File: config.mk
export PLATFORM = sky130hd
export DESIGN_NAME = mac_accumulator_flat
export DESIGN_NICKNAME = d
export VERILOG_FILES = /design/src/rtl/mac_accumulator_if.sv /design/src/rtl/mac_accumulator.sv /design/src/flat_wrapper.sv
export SDC_FILE = /design/constraint.sdc
export NUM_CORES = 1
export LEC_CHECK = 0
export ABC_CLOCK_PERIOD_IN_PS = 3820
export BUFFER_PORTS_ARGS = -buffer_cell sky130_fd_sc_hd__buf_2
export CORE_ASPECT_RATIO = 1.1
export CORE_MARGIN = 2
export CORE_UTILIZATION = 30
export CTS_CLUSTER_DIAMETER = 150
export CTS_CLUSTER_SIZE = 24
export DETAILED_ROUTE_END_ITERATION = 6
export HOLD_SLACK_MARGIN = 0.03
export PLACE_DENSITY_LB_ADDON = 0.25
export SYNTH_ARGS = -nofsm -noshare
export SYNTH_HDL_FRONTEND = slang
export SYNTH_SLANG_ARGS = --single-unit
File: constraint.sdc
create_clock -name clk -period 3.82 [get_ports clk]
set_clock_uncertainty 0.2 [all_clocks]
set_input_delay 0.573 -clock clk [delete_from_list [all_inputs] [get_ports clk]]
set_output_delay 0.573 -clock clk [all_outputs]
set_load 0.02 [all_outputs]
File: src/rtl/mac_accumulator_if.sv
// Product-in / result-out handshake bundle for one mac_accumulator lane.
// master = upstream multiplier + downstream consumer side, slave = accumulator.
interface mac_accumulator_if #(
    parameter int IN_WIDTH  = 32,
    parameter int LEN_WIDTH = 8,
    parameter int OUT_WIDTH = 16
);
    logic                 start;
    logic [LEN_WIDTH-1:0] len;
    logic                 prod_valid;
    logic [IN_WIDTH-1:0]  prod;
    logic                 prod_ready;
    logic                 result_valid;
    logic                 result_ready;
    logic [OUT_WIDTH-1:0] result;
    logic                 busy;
    logic                 overflow;

    modport master (
        output start, len, prod_valid, prod, result_ready,
        input  prod_ready, result_valid, result, busy, overflow
    );

    modport slave (
        input  start, len, prod_valid, prod, result_ready,
        output prod_ready, result_valid, result, busy, overflow
    );
endinterface

File: src/rtl/mac_accumulator.sv
// Sums a programmed number of signed products into a wide accumulator and
// hands one saturated result word downstream over valid/ready.
module mac_accumulator #(
    parameter int IN_WIDTH  = 32,
    parameter int LEN_WIDTH = 8,
    parameter int ACC_WIDTH = 40,
    parameter int OUT_WIDTH = 16
) (
    input logic              clk,
    input logic              arst_n_in,
    mac_accumulator_if.slave bus
);

    typedef enum logic [1:0] {
        IDLE  = 2'd0,
        ACCUM = 2'd1,
        HOLD  = 2'd2
    } state_t;

    state_t                 state_q, state_d;
    logic [ACC_WIDTH-1:0]   acc_q, acc_d;
    logic [LEN_WIDTH-1:0]   count_q, count_d;
    logic [LEN_WIDTH-1:0]   len_q, len_d;
    logic [OUT_WIDTH-1:0]   result_q, result_d;
    logic                   ovf_q, ovf_d;

    logic [ACC_WIDTH-1:0]   prod_ext;
    logic [ACC_WIDTH-1:0]   sum;
    logic [ACC_WIDTH-OUT_WIDTH:0] sum_hi;
    logic                   clip;
    logic [OUT_WIDTH-1:0]   sat;

    assign prod_ext = {{(ACC_WIDTH-IN_WIDTH){bus.prod[IN_WIDTH-1]}}, bus.prod};
    assign sum      = acc_q + prod_ext;

    // The sum fits in OUT_WIDTH exactly when every bit from the output sign
    // bit upward is a copy of the accumulator sign bit.
    assign sum_hi = sum[ACC_WIDTH-1:OUT_WIDTH-1];
    assign clip   = !((&sum_hi) || (~|sum_hi));
    assign sat    = !clip            ? sum[OUT_WIDTH-1:0] :
                    sum[ACC_WIDTH-1] ? {1'b1, {(OUT_WIDTH-1){1'b0}}} :
                                       {1'b0, {(OUT_WIDTH-1){1'b1}}};

    always_ff @(posedge clk or negedge arst_n_in) begin
        if (!arst_n_in) begin
            state_q  <= IDLE;
            acc_q    <= '0;
            count_q  <= '0;
            len_q    <= '0;
            result_q <= '0;
            ovf_q    <= 1'b0;
        end else begin
            state_q  <= state_d;
            acc_q    <= acc_d;
            count_q  <= count_d;
            len_q    <= len_d;
            result_q <= result_d;
            ovf_q    <= ovf_d;
        end
    end

    always_comb begin
        state_d  = state_q;
        acc_d    = acc_q;
        count_d  = count_q;
        len_d    = len_q;
        result_d = result_q;
        ovf_d    = ovf_q;
        case (state_q)
            IDLE: begin
                if (bus.start) begin
                    len_d   = bus.len;
                    acc_d   = '0;
                    count_d = '0;
                    ovf_d   = 1'b0;
                    if (bus.len == '0) begin
                        result_d = '0;
                        state_d  = HOLD;
                    end else begin
                        state_d = ACCUM;
                    end
                end
            end
            ACCUM: begin
                // prod_ready is high throughout ACCUM, so prod_valid alone is a transfer.
                if (bus.prod_valid) begin
                    acc_d   = sum;
                    count_d = count_q + LEN_WIDTH'(1);
                    if (count_q == len_q - LEN_WIDTH'(1)) begin
                        result_d = sat;
                        ovf_d    = clip;
                        state_d  = HOLD;
                    end
                end
            end
            HOLD: begin
                if (bus.result_ready) begin
                    state_d = IDLE;
                end
            end
            default: state_d = IDLE;
        endcase
    end

    assign bus.prod_ready   = (state_q == ACCUM);
    assign bus.result_valid = (state_q == HOLD);
    assign bus.busy         = (state_q != IDLE);
    assign bus.result       = result_q;
    assign bus.overflow     = ovf_q;

endmodule

File: src/flat_wrapper.sv
// flat-port wrapper written by rule: the top's interface ports become plain ports
module mac_accumulator_flat 
#(
    parameter int IN_WIDTH  = 32,
    parameter int LEN_WIDTH = 8,
    parameter int ACC_WIDTH = 40,
    parameter int OUT_WIDTH = 16
)
  (clk, arst_n_in, bus_start, bus_len, bus_prod_valid, bus_prod, bus_result_ready, bus_prod_ready, bus_result_valid, bus_result, bus_busy, bus_overflow);
  mac_accumulator_if #(.IN_WIDTH(IN_WIDTH), .LEN_WIDTH(LEN_WIDTH), .OUT_WIDTH(OUT_WIDTH)) bus_i ();
  input logic clk;
  input logic arst_n_in;
  input wire logic [$bits(bus_i.start)-1:0] bus_start;
  input wire logic [$bits(bus_i.len)-1:0] bus_len;
  input wire logic [$bits(bus_i.prod_valid)-1:0] bus_prod_valid;
  input wire logic [$bits(bus_i.prod)-1:0] bus_prod;
  input wire logic [$bits(bus_i.result_ready)-1:0] bus_result_ready;
  output wire logic [$bits(bus_i.prod_ready)-1:0] bus_prod_ready;
  output wire logic [$bits(bus_i.result_valid)-1:0] bus_result_valid;
  output wire logic [$bits(bus_i.result)-1:0] bus_result;
  output wire logic [$bits(bus_i.busy)-1:0] bus_busy;
  output wire logic [$bits(bus_i.overflow)-1:0] bus_overflow;
  assign bus_i.start = bus_start;
  assign bus_i.len = bus_len;
  assign bus_i.prod_valid = bus_prod_valid;
  assign bus_i.prod = bus_prod;
  assign bus_i.result_ready = bus_result_ready;
  assign bus_prod_ready = bus_i.prod_ready;
  assign bus_result_valid = bus_i.result_valid;
  assign bus_result = bus_i.result;
  assign bus_busy = bus_i.busy;
  assign bus_overflow = bus_i.overflow;
  mac_accumulator #(.IN_WIDTH(IN_WIDTH), .LEN_WIDTH(LEN_WIDTH), .ACC_WIDTH(ACC_WIDTH), .OUT_WIDTH(OUT_WIDTH)) u_core (.clk(clk), .arst_n_in(arst_n_in), .bus(bus_i));
endmodule
==> results.yml, run 1 <==
status:
  run_status: "finished, violations left"
  violations: "setup timing"
power:
  comb_power_share_pct: 70.7
  power.switching_w: 0.00337
  power_density_nw_per_um2: 864
  power.internal_w: 0.00414
  ir_drop_mv: 0.451
  p_sw_share_pct: 44.9
  power_frac_clock_pct: 11.6
  pwr-share-seq_pct: 17.7
  p_leak_nw: 4.09
final_layout:
  layout-drive-gt1-share_pct: 37.6
  nNetsFinal: 1044
  final_cell_mix: "buf_4, dfrtp_1, nand2_1"
  nFillCells: 2007
  insertedDiodeCount: 0
  fin_util_pct: 44.1
  instances_no_fill: 1214
  syn2layout_area_growth_pct: 45.3
  final_common_cell: "buf_4"
hold_path:
  min_path_type: "in -> async"
worst_setup_path:
  critPathArrivalTime_ns: 4.00
  rr_endpoint: "u_core.bus.result[12]$_DFFE_PN0P_"
  required_ns: 3.86
  regToRegSetupSlack_ns: -0.14
  rr_worst_depth: 15
  critPathLaunchType: "flip-flop"
  critPathKind: "reg -> reg"
  cp-end-kind: "flip-flop"
  path_max_fanout: 14
  timing.rr.start: "u_core.acc_q[0]$_DFFE_PN0P_"
clocking:
  cts.sinks: 75
  clkTransAtPathRegs_ns: 0.07
  insertion_delay_ns: 0.36
  cts_hold_buf: 0
  cts_buffer_depth: 2
  htreeDepth: 3
  cts_buffers: 9
  root_buffer: "clkbuf_16"
  cts_tree: "done"
global_route:
  antenna_found_initial: 0
  grtUsageTotal_pct: 20.1
  overflow: 0
  grt_pass1_wl_mm: 34.4
  grt_max_degree: 57
  grt_pass1_vias: 6597
synth:
  synth-seq-area-share_pct: 31.3
  syn_inst: 698
  syn_avg_cell_area_um2: 8.58
  async_reset_ff_share_pct: 100
  synth_top_area_share_pct: 31.3
  synth-seq-cells: 75
  synth-edff-count: 0
  synth.area.top_cells: "dfrtp_1, ha_1, a21oi_1"
  synth_nets: 785
  ys_warn_count: 0
  synth_ff_type: "dfrtp_1"
  synth.distinct_cells: 69
  yosys.area.top_type: "dfrtp_1"
  syn_area_um2: 5990
drt:
  ant_nets: 0
  routed_wl_mm: 20.9
  drtIter0Drc: 278
  first_pass_iters: 5
  via_per_inst: 5.27
  vias: 6401
  drcViolationCount: 0
  wl_per_cell_um: 17.2
sta:
  timing.final.crit_share_pct: 104
  final-hold-violation-count: 0
  relSlewSlack_pct: 49.7
  slew_viol_final: 0
  tightest_slew_ns: 0.754
  rsz0062_at_grt: "yes"
  fin_ws_ns: -0.144
  finalSetupViolations: 16
  final.min_clock_period_ns: 3.96
  fmax_mhz: 252
die:
  dieArea_um2: 21100
  std_cell_rows: 54
  core_um2: 19700
  start_util_pct: 30.4
  die_y_um: 152
  dieWidth_um: 139
  io_pins: 65
placed_design:
  portBuffers: 64
  place_inst: 1184
  dp_hpwl_mm: 16.5
  pre_cts_ws_ns: -0.670
  gp_congestion: 0.890
run:
  drv_cap: 0
==> logic make-up (layout without fill, tap and decap cells) <==
| kind of cell | after synthesis | in the layout | share of synthesized area, % |
|---|---|---|---|
| AO/OA/AOI/OAI | 230 | 231 | 26.8 |
| XOR/XNOR | 42 | 42 | 6.14 |
| adder cells (fa/ha/maj) | 42 | 42 | 8.90 |
| buffers and inverters | 46 | 309 | 2.97 |
| flip-flops | 75 | 75 | 31.3 |
| multiplexers | 19 | 19 | 3.51 |
| AND/OR/NAND/NOR | 244 | 244 | 20.4 |
==> sequential cells by signal, summed over array words and instances (netlist names) <==
name and flops:
u_core.acc_q 40, u_core.count_q 8, u_core.bus.result 16, u_core.state_q 2, u_core.len_q 8, u_core.bus.overflow 1
==> power groups by stage <==
stage                     Combinational (W)  Sequential [W]  Clock, W
after floorplan                     0.00263         0.00132         0
after global placement              0.00491         0.00133         0
after detailed placement            0.00493         0.00133         0
after CTS                           0.00514         0.00132  0.000889
after global routing                0.00579         0.00137  0.000922
final                               0.00532         0.00133  0.000871
==> final cells by class <==
class	count	area (um^2)	area share [%]
well taps	252	315	3.62
inverters	12	45.0	0.517
clock buffers	9	225	2.59
multi-input cells	578	4200	48.3
clock inverters	7	67.6	0.776
flip-flops and latches	75	1880	21.6
repair buffers	281	1970	22.7
==> what timing repair did <==
| item | 4_1_cts | 5_1_grt |
|---|---|---|
| gates cloned | 1 | 0 |
| endpoints found under the setup margin | 16 | 16 |
| setup buffers | 7 | 7 |
| pin swaps | 11 | 10 |
| gates resized for setup | 18 | 26 |
==> worst max-delay path by stage <==
stage                                            from                                 to  cells after the start
after floorplan                           bus_prod[0]   u_core.bus.result[3]$_DFFE_PN0P_                     14
after global placement                    bus_prod[4]   u_core.bus.result[5]$_DFFE_PN0P_                     15
after detailed placement                  bus_prod[4]   u_core.bus.result[4]$_DFFE_PN0P_                     15
after CTS                 u_core.acc_q[0]$_DFFE_PN0P_  u_core.bus.result[14]$_DFFE_PN0P_                     15
after global routing      u_core.acc_q[0]$_DFFE_PN0P_  u_core.bus.result[13]$_DFFE_PN0P_                     15
final                     u_core.acc_q[0]$_DFFE_PN0P_  u_core.bus.result[12]$_DFFE_PN0P_                     15
==> worst max-delay path, cell delays in order, from the launching register on <==
cell and delay, ns:
dfrtp_1 0.38, ha_2 0.19, fa_2 0.35, a21o_1 0.21
a221oi_4 0.30, buf_4 0.16, o41a_1 0.21, a211oi_4 0.12
or4_4 0.55, nand3_4 0.10, nor4b_4 0.18, nand4_1 0.18
nor2_2 0.21, nor3b_4 0.07, buf_12 0.16, a221o_1 0.26
==> per-layer routing <==
layer	vias up	track usage (%)	wire, um
met2	137	35.2	10200
li1	3171	-	-
met5	-	0	0
met4	0	4.76	337
met3	26	3.93	821
met1	3067	25.7	9580
==> stage by stage <==
step	setup TNS (ns)	instance area [um^2]	total power (W)	hold WS, ns
CTS	-1.39	8510	0.00735	0.123
finish	-2.03	8700	0.00752	0.0827
floorplan	0	6010	0.00396	0.0774
global placement	-9.56	8040	0.00625	0.267
detailed placement	-10.14	8040	0.00626	0.269
global route	-3.99	8700	0.00808	0.142
==> Yosys cell counts (10+ instances only) <==
| master | number |
|---|---|
| a22o_1 | 19 |
| dfrtp_1 | 75 |
| mux2_2 | 16 |
| o211ai_1 | 11 |
| a211oi_1 | 10 |
| a221o_1 | 13 |
| nand4_1 | 16 |
| a21oi_1 | 52 |
| nand3_1 | 22 |
| ha_1 | 41 |
| inv_1 | 12 |
| xor2_1 | 20 |
| nor2_1 | 61 |
| o31ai_1 | 12 |
| o21ai_0 | 39 |
| xnor2_1 | 22 |
| nand2_1 | 69 |
| nor3_1 | 16 |
| clkbuf_1 | 32 |
| a21o_1 | 10 |
Note: power is estimated with default switching activity, not from simulation.
==> inputs of run 2 (changes only) <==
--- a/config.mk
+++ b/config.mk
@@ -7,7 +7,7 @@
 export LEC_CHECK = 0
 export ABC_CLOCK_PERIOD_IN_PS = 3820
 export BUFFER_PORTS_ARGS = -buffer_cell sky130_fd_sc_hd__buf_2
-export CORE_ASPECT_RATIO = 1.1
+export CORE_ASPECT_RATIO = 1.25
 export CORE_MARGIN = 2
 export CORE_UTILIZATION = 30
 export CTS_CLUSTER_DIAMETER = 150
==> run 2 against run 1 <==
The flow still finishes with violations (setup timing). Die area hardly changed. Global-route usage is 1.5 points higher. Cell count is 0.91% higher. Largest power group unchanged.
==> results.yml, run 2 (synthesis results as in run 1) <==
sta:
  fin_setup_tns_ns: -2.14
  slew_viol_final: 0
  final.min_clock_period_ns: 3.98
  fin_ws_ns: -0.157
  hold_slack_ns: 0.0144
  finalSetupViolations: 16
  fmax_mhz: 251
  timing.final.crit_share_pct: 104
  final-hold-violation-count: 0
  relSlewSlack_pct: 56.9
  tightest_slew_ns: 0.640
  rsz0062_at_grt: "yes"
hold_path:
  min_path_type: "in -> async"
placed_design:
  dp_hpwl_mm: 17.2
  gp_congestion: 0.952
  portBuffers: 64
run:
  drv_cap: 0
die:
  io_pins: 65
  die_y_um: 162
  dieWidth_um: 130
  std_cell_rows: 57
  core_um2: 19500
  dieArea_um2: 21100
  start_util_pct: 30.7
drt:
  first_pass_iters: 4
  wl_per_cell_um: 18.0
  drtIter0Drc: 372
  drcViolationCount: 0
  via_per_inst: 5.27
  ant_nets: 0
  routed_wl_mm: 22.1
  vias: 6452
final_layout:
  final_cell_mix: "buf_4, dfrtp_1, nand2_1"
  nFillCells: 2012
  insertedDiodeCount: 0
  final_common_cell: "buf_4"
  syn2layout_area_growth_pct: 45.7
  regMostFlops: "u_core.acc_q"
  largest_register_ffs: 40
  layout-drive-gt1-share_pct: 37.9
  nNetsFinal: 1043
clocking:
  root_buffer: "clkbuf_16"
  cts_tree: "done"
  cts.sinks: 75
  htreeDepth: 3
  cts_buffers: 9
  cts_buffer_depth: 2
  clkTransAtPathRegs_ns: 0.07
  insertion_delay_ns: 0.35
power:
  power.switching_w: 0.00343
  power.internal_w: 0.00414
  comb_power_share_pct: 71.8
  power_density_nw_per_um2: 867
  p_leak_nw: 4.08
  power_frac_clock_pct: 10.6
  ir_drop_mv: 0.529
  p_sw_share_pct: 45.3
  pwr-share-seq_pct: 17.7
worst_setup_path:
  critPathKind: "reg -> reg"
  setup.worst_path.start: "u_core.acc_q[8]$_DFFE_PN0P_"
  cpLargestDelayFamily: "compound AO/OA/AOI/OAI gates"
  critPathArrivalTime_ns: 4.01
  required_ns: 3.85
  cp_slowest_stage_delay_ns: 0.54
  critPathLaunchType: "flip-flop"
  crit_slowest_cell: "a211oi_4"
  timing.rr.start: "u_core.acc_q[8]$_DFFE_PN0P_"
  path_buf_inv: 3
  cpMostUsedCell: "buf_4"
  path_max_fanout: 14
  path_cells: "ha_1 > nand4_4 > buf_4 > o41a_1 > a211oi_4 > buf_4 > o21a_1 > o221ai_2 > nor4b_4 > nand4_1 > nor2_2 > nor3b_4 > buf_12 > a221o_1"
  cp-end-kind: "flip-flop"
global_route:
  antenna_found_initial: 0
  overflow: 0
  grt_max_degree: 45
  grtUsageTotal_pct: 21.6
  grt_pass1_wl_mm: 35.3
  grt_pass1_vias: 6612
status:
  run_status: "finished, violations left"
  violations: "setup timing"
[run 2: changes by cell type in the layout (fill, tap and decap cells not counted), sizes merged]
cell	before	now
inv	17	12
clkbuf	9	10
clkinv	1	4
a211oi	12	11
[run 2: metrics by stage]
stage	total power [W]	instances	util [%]	instance area, um^2	setup slack, ns
2_1_floorplan	0.00396	698	-	6010	0.00149
6_report	0.00757	1225	44.7	8730	-0.157
3_5_place_dp	0.00631	1194	41.1	8040	-0.715
5_1_grt	0.00809	1225	44.7	8730	-0.241
3_3_place_gp	0.00631	1194	41.1	8040	-0.718
4_1_cts	0.00742	1221	44.0	8590	-0.0953
[run 2: final cells by class]
class | count | area (um^2) | share of cell area, %
clock buffers | 10 | 229 | 2.62
clock inverters | 5 | 31.3 | 0.358
inverters | 12 | 45.0 | 0.516
multi-input cells | 577 | 4240 | 48.6
flip-flops and latches | 75 | 1880 | 21.5
well taps | 265 | 332 | 3.80
repair buffers | 281 | 1980 | 22.6
[run 2: power groups by stage]
stage               sequential, W  clock (W)  combinational (W)
global route              0.00138   0.000847            0.00587
floorplan                 0.00132          0            0.00263
finish                    0.00134   0.000799            0.00543
detailed placement        0.00134          0            0.00497
global placement          0.00134          0            0.00496
CTS                       0.00134   0.000823            0.00526
[run 2: final timing paths]
path	to	slack, ns	depth (start not counted)
worst min register to register	u_core.bus.result[15]$_DFFE_PN0P_	0.28	2
worst min-delay path	u_core.acc_q[23]$_DFFE_PN0P_	0.01	1
max in group asynchronous	u_core.bus.result[6]$_DFFE_PN0P_	2.72	2
worst max register to register	u_core.bus.result[8]$_DFFE_PN0P_	-0.16	14
min in group clk	u_core.len_q[0]$_DFFE_PN0P_	0.24	3
worst max-delay path	u_core.bus.result[8]$_DFFE_PN0P_	-0.16	14
[run 2: per-layer routing]
| metal | track usage (%) | part of all wire (%) |
|---|---|---|
| met1 | 26.4 | 43 |
| met2 | 38.5 | 51 |
| met3 | 2.57 | 3.4 |
| met4 | 8.41 | 3.3 |
| met5 | 0 | 0 |
[run 2: timing repair]
action | CTS | global route
gates resized for setup | 37 | 21
endpoints found under the setup margin | 16 | 16
pin swaps | 8 | 10
hold buffers | 0 | 0
setup buffers | 12 | 4
endpoints found under the hold margin | 0 | 0
cloned | 1 | 0
==> inputs of run 3 (changes only) <==
--- a/config.mk
+++ b/config.mk
@@ -5,9 +5,9 @@
 export SDC_FILE = /design/constraint.sdc
 export NUM_CORES = 1
 export LEC_CHECK = 0
-export ABC_CLOCK_PERIOD_IN_PS = 3820
+export ABC_CLOCK_PERIOD_IN_PS = 4250
 export BUFFER_PORTS_ARGS = -buffer_cell sky130_fd_sc_hd__buf_2
-export CORE_ASPECT_RATIO = 1.25
+export CORE_ASPECT_RATIO = 0.75
 export CORE_MARGIN = 2
 export CORE_UTILIZATION = 30
 export CTS_CLUSTER_DIAMETER = 150
@@ -18,3 +18,4 @@
 export SYNTH_ARGS = -nofsm -noshare
 export SYNTH_HDL_FRONTEND = slang
 export SYNTH_SLANG_ARGS = --single-unit
+export TNS_END_PERCENT = 30
==> constraint.sdc (replaced) <==
create_clock -name clk -period 4.25 [get_ports clk]
set_clock_uncertainty 0.2 [all_clocks]
set_input_delay 0.6375 -clock clk [delete_from_list [all_inputs] [get_ports clk]]
set_output_delay 0.6375 -clock clk [all_outputs]
set_load 0.02 [all_outputs]
==> run 3 against run 2 <==
The flow finishes with violations (DRC). Non-clock buffer count fell by 31. Worst setup slack improved by 0.33 ns. Final area fell by 5.0%. Highest routed layer unchanged. Cell count fell by 3.4%. Hold slack improved by 0.12 ns. Total power fell by 15%. Register-to-register slack improved by 0.33 ns. Global-route usage fell by 0.98 points. Fmax fell by 2.6%. Clock power fell by 6.6%. Combinational power fell by 17%. Sequential share of layout area rose by 1.1 points.
==> results.yml, run 3 (synthesis results as in run 1) <==
sta:
  fmax_mhz: 245
  slew_viol_final: 0
  relSlewSlack_pct: 48.3
  final-hold-violation-count: 0
  tightest_slew_ns: 0.770
  final.min_clock_period_ns: 4.08
  finalSetupViolations: 0
  timing.final.crit_share_pct: 96.0
global_route:
  grt_pass1_vias: 6126
  grtUsageTotal_pct: 20.6
  overflow: 0
  grt_pass1_wl_mm: 34.2
  antenna_found_initial: 0
  grt_max_degree: 53
drt:
  wl_per_cell_um: 17.6
  routed_wl_mm: 20.9
  via_per_inst: 5.25
  drtIter0Drc: 535
  drcViolationCount: 4
  ant_nets: 0
  first_pass_iters: 7
  vias: 6209
clocking:
  cts_buffers: 9
  clkTransAtPathRegs_ns: 0.07
  cts_buffer_depth: 2
  cts_tree: "done"
  insertion_delay_ns: 0.36
  cts.sinks: 75
  htreeDepth: 3
  cts_hold_buf: 0
  root_buffer: "clkbuf_16"
power:
  ir_drop_mv: 0.263
  power_frac_clock_pct: 11.6
  p_leak_nw: 3.90
  pwr-share-seq_pct: 18.7
  power.switching_w: 0.00294
  power_density_nw_per_um2: 779
  comb_power_share_pct: 69.8
  p_sw_share_pct: 45.6
  power.internal_w: 0.00351
placed_design:
  portBuffers: 64
  place_area_um2: 7860
  gp_congestion: 0.919
  dp_hpwl_mm: 16.7
final_layout:
  fin_util_pct: 42.5
  syn2layout_area_growth_pct: 38.4
  final_common_cell: "buf_4"
  final_cell_mix: "buf_4, dfrtp_1, nand2_1"
  regMostFlops: "u_core.acc_q"
  layout-drive-gt1-share_pct: 33.1
  ff_latch_area_um2: 1880
  nFillCells: 1954
  largest_register_ffs: 40
  multiInputGateArea_um2: 4050
  final_cell_area_um2: 8290
  nNetsFinal: 1012
  insertedDiodeCount: 0
die:
  std_cell_rows: 44
  core_um2: 19500
  io_pins: 65
  dieArea_um2: 21100
  dieWidth_um: 167
  start_util_pct: 30.7
  die_y_um: 126
hold_path:
  min_path_type: "in -> async"
run:
  drv_cap: 0
worst_setup_path:
  cpLargestDelayFamily: "compound AO/OA/AOI/OAI gates"
  critPathKind: "reg -> reg"
  path_buf_inv: 2
  critPathArrivalTime_ns: 4.12
  cp_slowest_stage_delay_ns: 0.42
  critPathLaunchType: "flip-flop"
  path_cells: "ha_1 > fa_1 > a21o_1 > a221oi_4 > o41a_1 > a211oi_4 > buf_4 > nor3_1 > o221ai_1 > nor4b_1 > nand4_1 > nor2_1 > nor3b_2 > buf_4 > a221o_1"
  regToRegSetupSlack_ns: 0.17
  path_max_fanout: 14
  cpMostUsedCell: "buf_4"
  cp-end-kind: "flip-flop"
  required_ns: 4.29
  crit_slowest_cell: "fa_1"
status:
  violations: "DRC"
  run_status: "finished, violations left"
==> run 3: cell types whose count changed in the layout (fill, tap and decap cells not counted), moves of 3 or more <==
cell | before | now
buf_4 | 214 | 186
nor3_1 | 12 | 16
nor3_2 | 4 | 0
buf_6 | 3 | 0
o21ai_0 | 36 | 39
==> run 3: what timing repair did <==
action                                  CTS  global route
resized for setup                         2            17
endpoints found under the setup margin   11            16
buffers inserted                          0             5
pin swaps                                 0            11
==> run 3: cell type report <==
class | count | share of cell area (%)
multi-input combinational | 577 | 48.8
sequential | 75 | 22.6
timing repair buffer | 250 | 20.9
tap | 253 | 3.82
clock buffer | 11 | 2.81
inverter | 12 | 0.543
clock inverter | 5 | 0.453
==> run 3: layer usage <==
layer,up-vias,wire (um),track usage (%)
li1,3085,-,-
met2,170,8330,28.9
met1,2941,11100,32.8
met3,13,1230,3.43
met5,-,0,0
met4,0,182,4.19
==> run 3: power groups by stage <==
stage / clock network, W / logic [W] / registers (W)
2_1_floorplan: 0 / 0.00235 / 0.00119
3_5_place_dp: 0 / 0.00431 / 0.00121
5_1_grt: 0.000792 / 0.00495 / 0.00124
4_1_cts: 0.000761 / 0.00434 / 0.00120
6_report: 0.000746 / 0.00450 / 0.00121
3_3_place_gp: 0 / 0.00430 / 0.00121
==> run 3: worst reg2reg max path, delay by kind of cell, from the launching register on <==
family / cells / cell delay [ns]
AOI/OAI and AO/OA: 6 / 1.45
and+or+nand+nor: 5 / 0.91
adders and majority gates: 2 / 0.64
DFF: 1 / 0.39
buffers and inverters: 2 / 0.36
==> run 3: path summary, 6_finish.rpt <==
check / depth (start not counted) / end / start
max: 15 / u_core.bus.result[7]$_DFFE_PN0P_ / u_core.acc_q[0]$_DFFE_PN0P_
min: 1 / u_core.acc_q[33]$_DFFE_PN0P_ / arst_n_in
max reg2reg: 15 / u_core.bus.result[7]$_DFFE_PN0P_ / u_core.acc_q[0]$_DFFE_PN0P_
min reg2reg: 2 / u_core.acc_q[29]$_DFFE_PN0P_ / u_core.acc_q[29]$_DFFE_PN0P_
max in group asynchronous: 2 / u_core.bus.result[13]$_DFFE_PN0P_ / arst_n_in
min in group clk: 2 / u_core.acc_q[29]$_DFFE_PN0P_ / u_core.acc_q[29]$_DFFE_PN0P_
==> run 3: through the flow <==
stage	total power, W	hold WS (ns)	setup TNS (ns)	setup WS (ns)	std cells
after floorplan	0.00354	0.142	0	0.199	698
after global placement	0.00551	0.268	-6.96	-0.547	1162
after detailed placement	0.00552	0.275	-8.20	-0.626	1162
after CTS	0.00630	0.164	0	0.0161	1178
after global routing	0.00698	0.202	-0.0268	-0.00933	1183
final	0.00645	0.134	0	0.168	1183
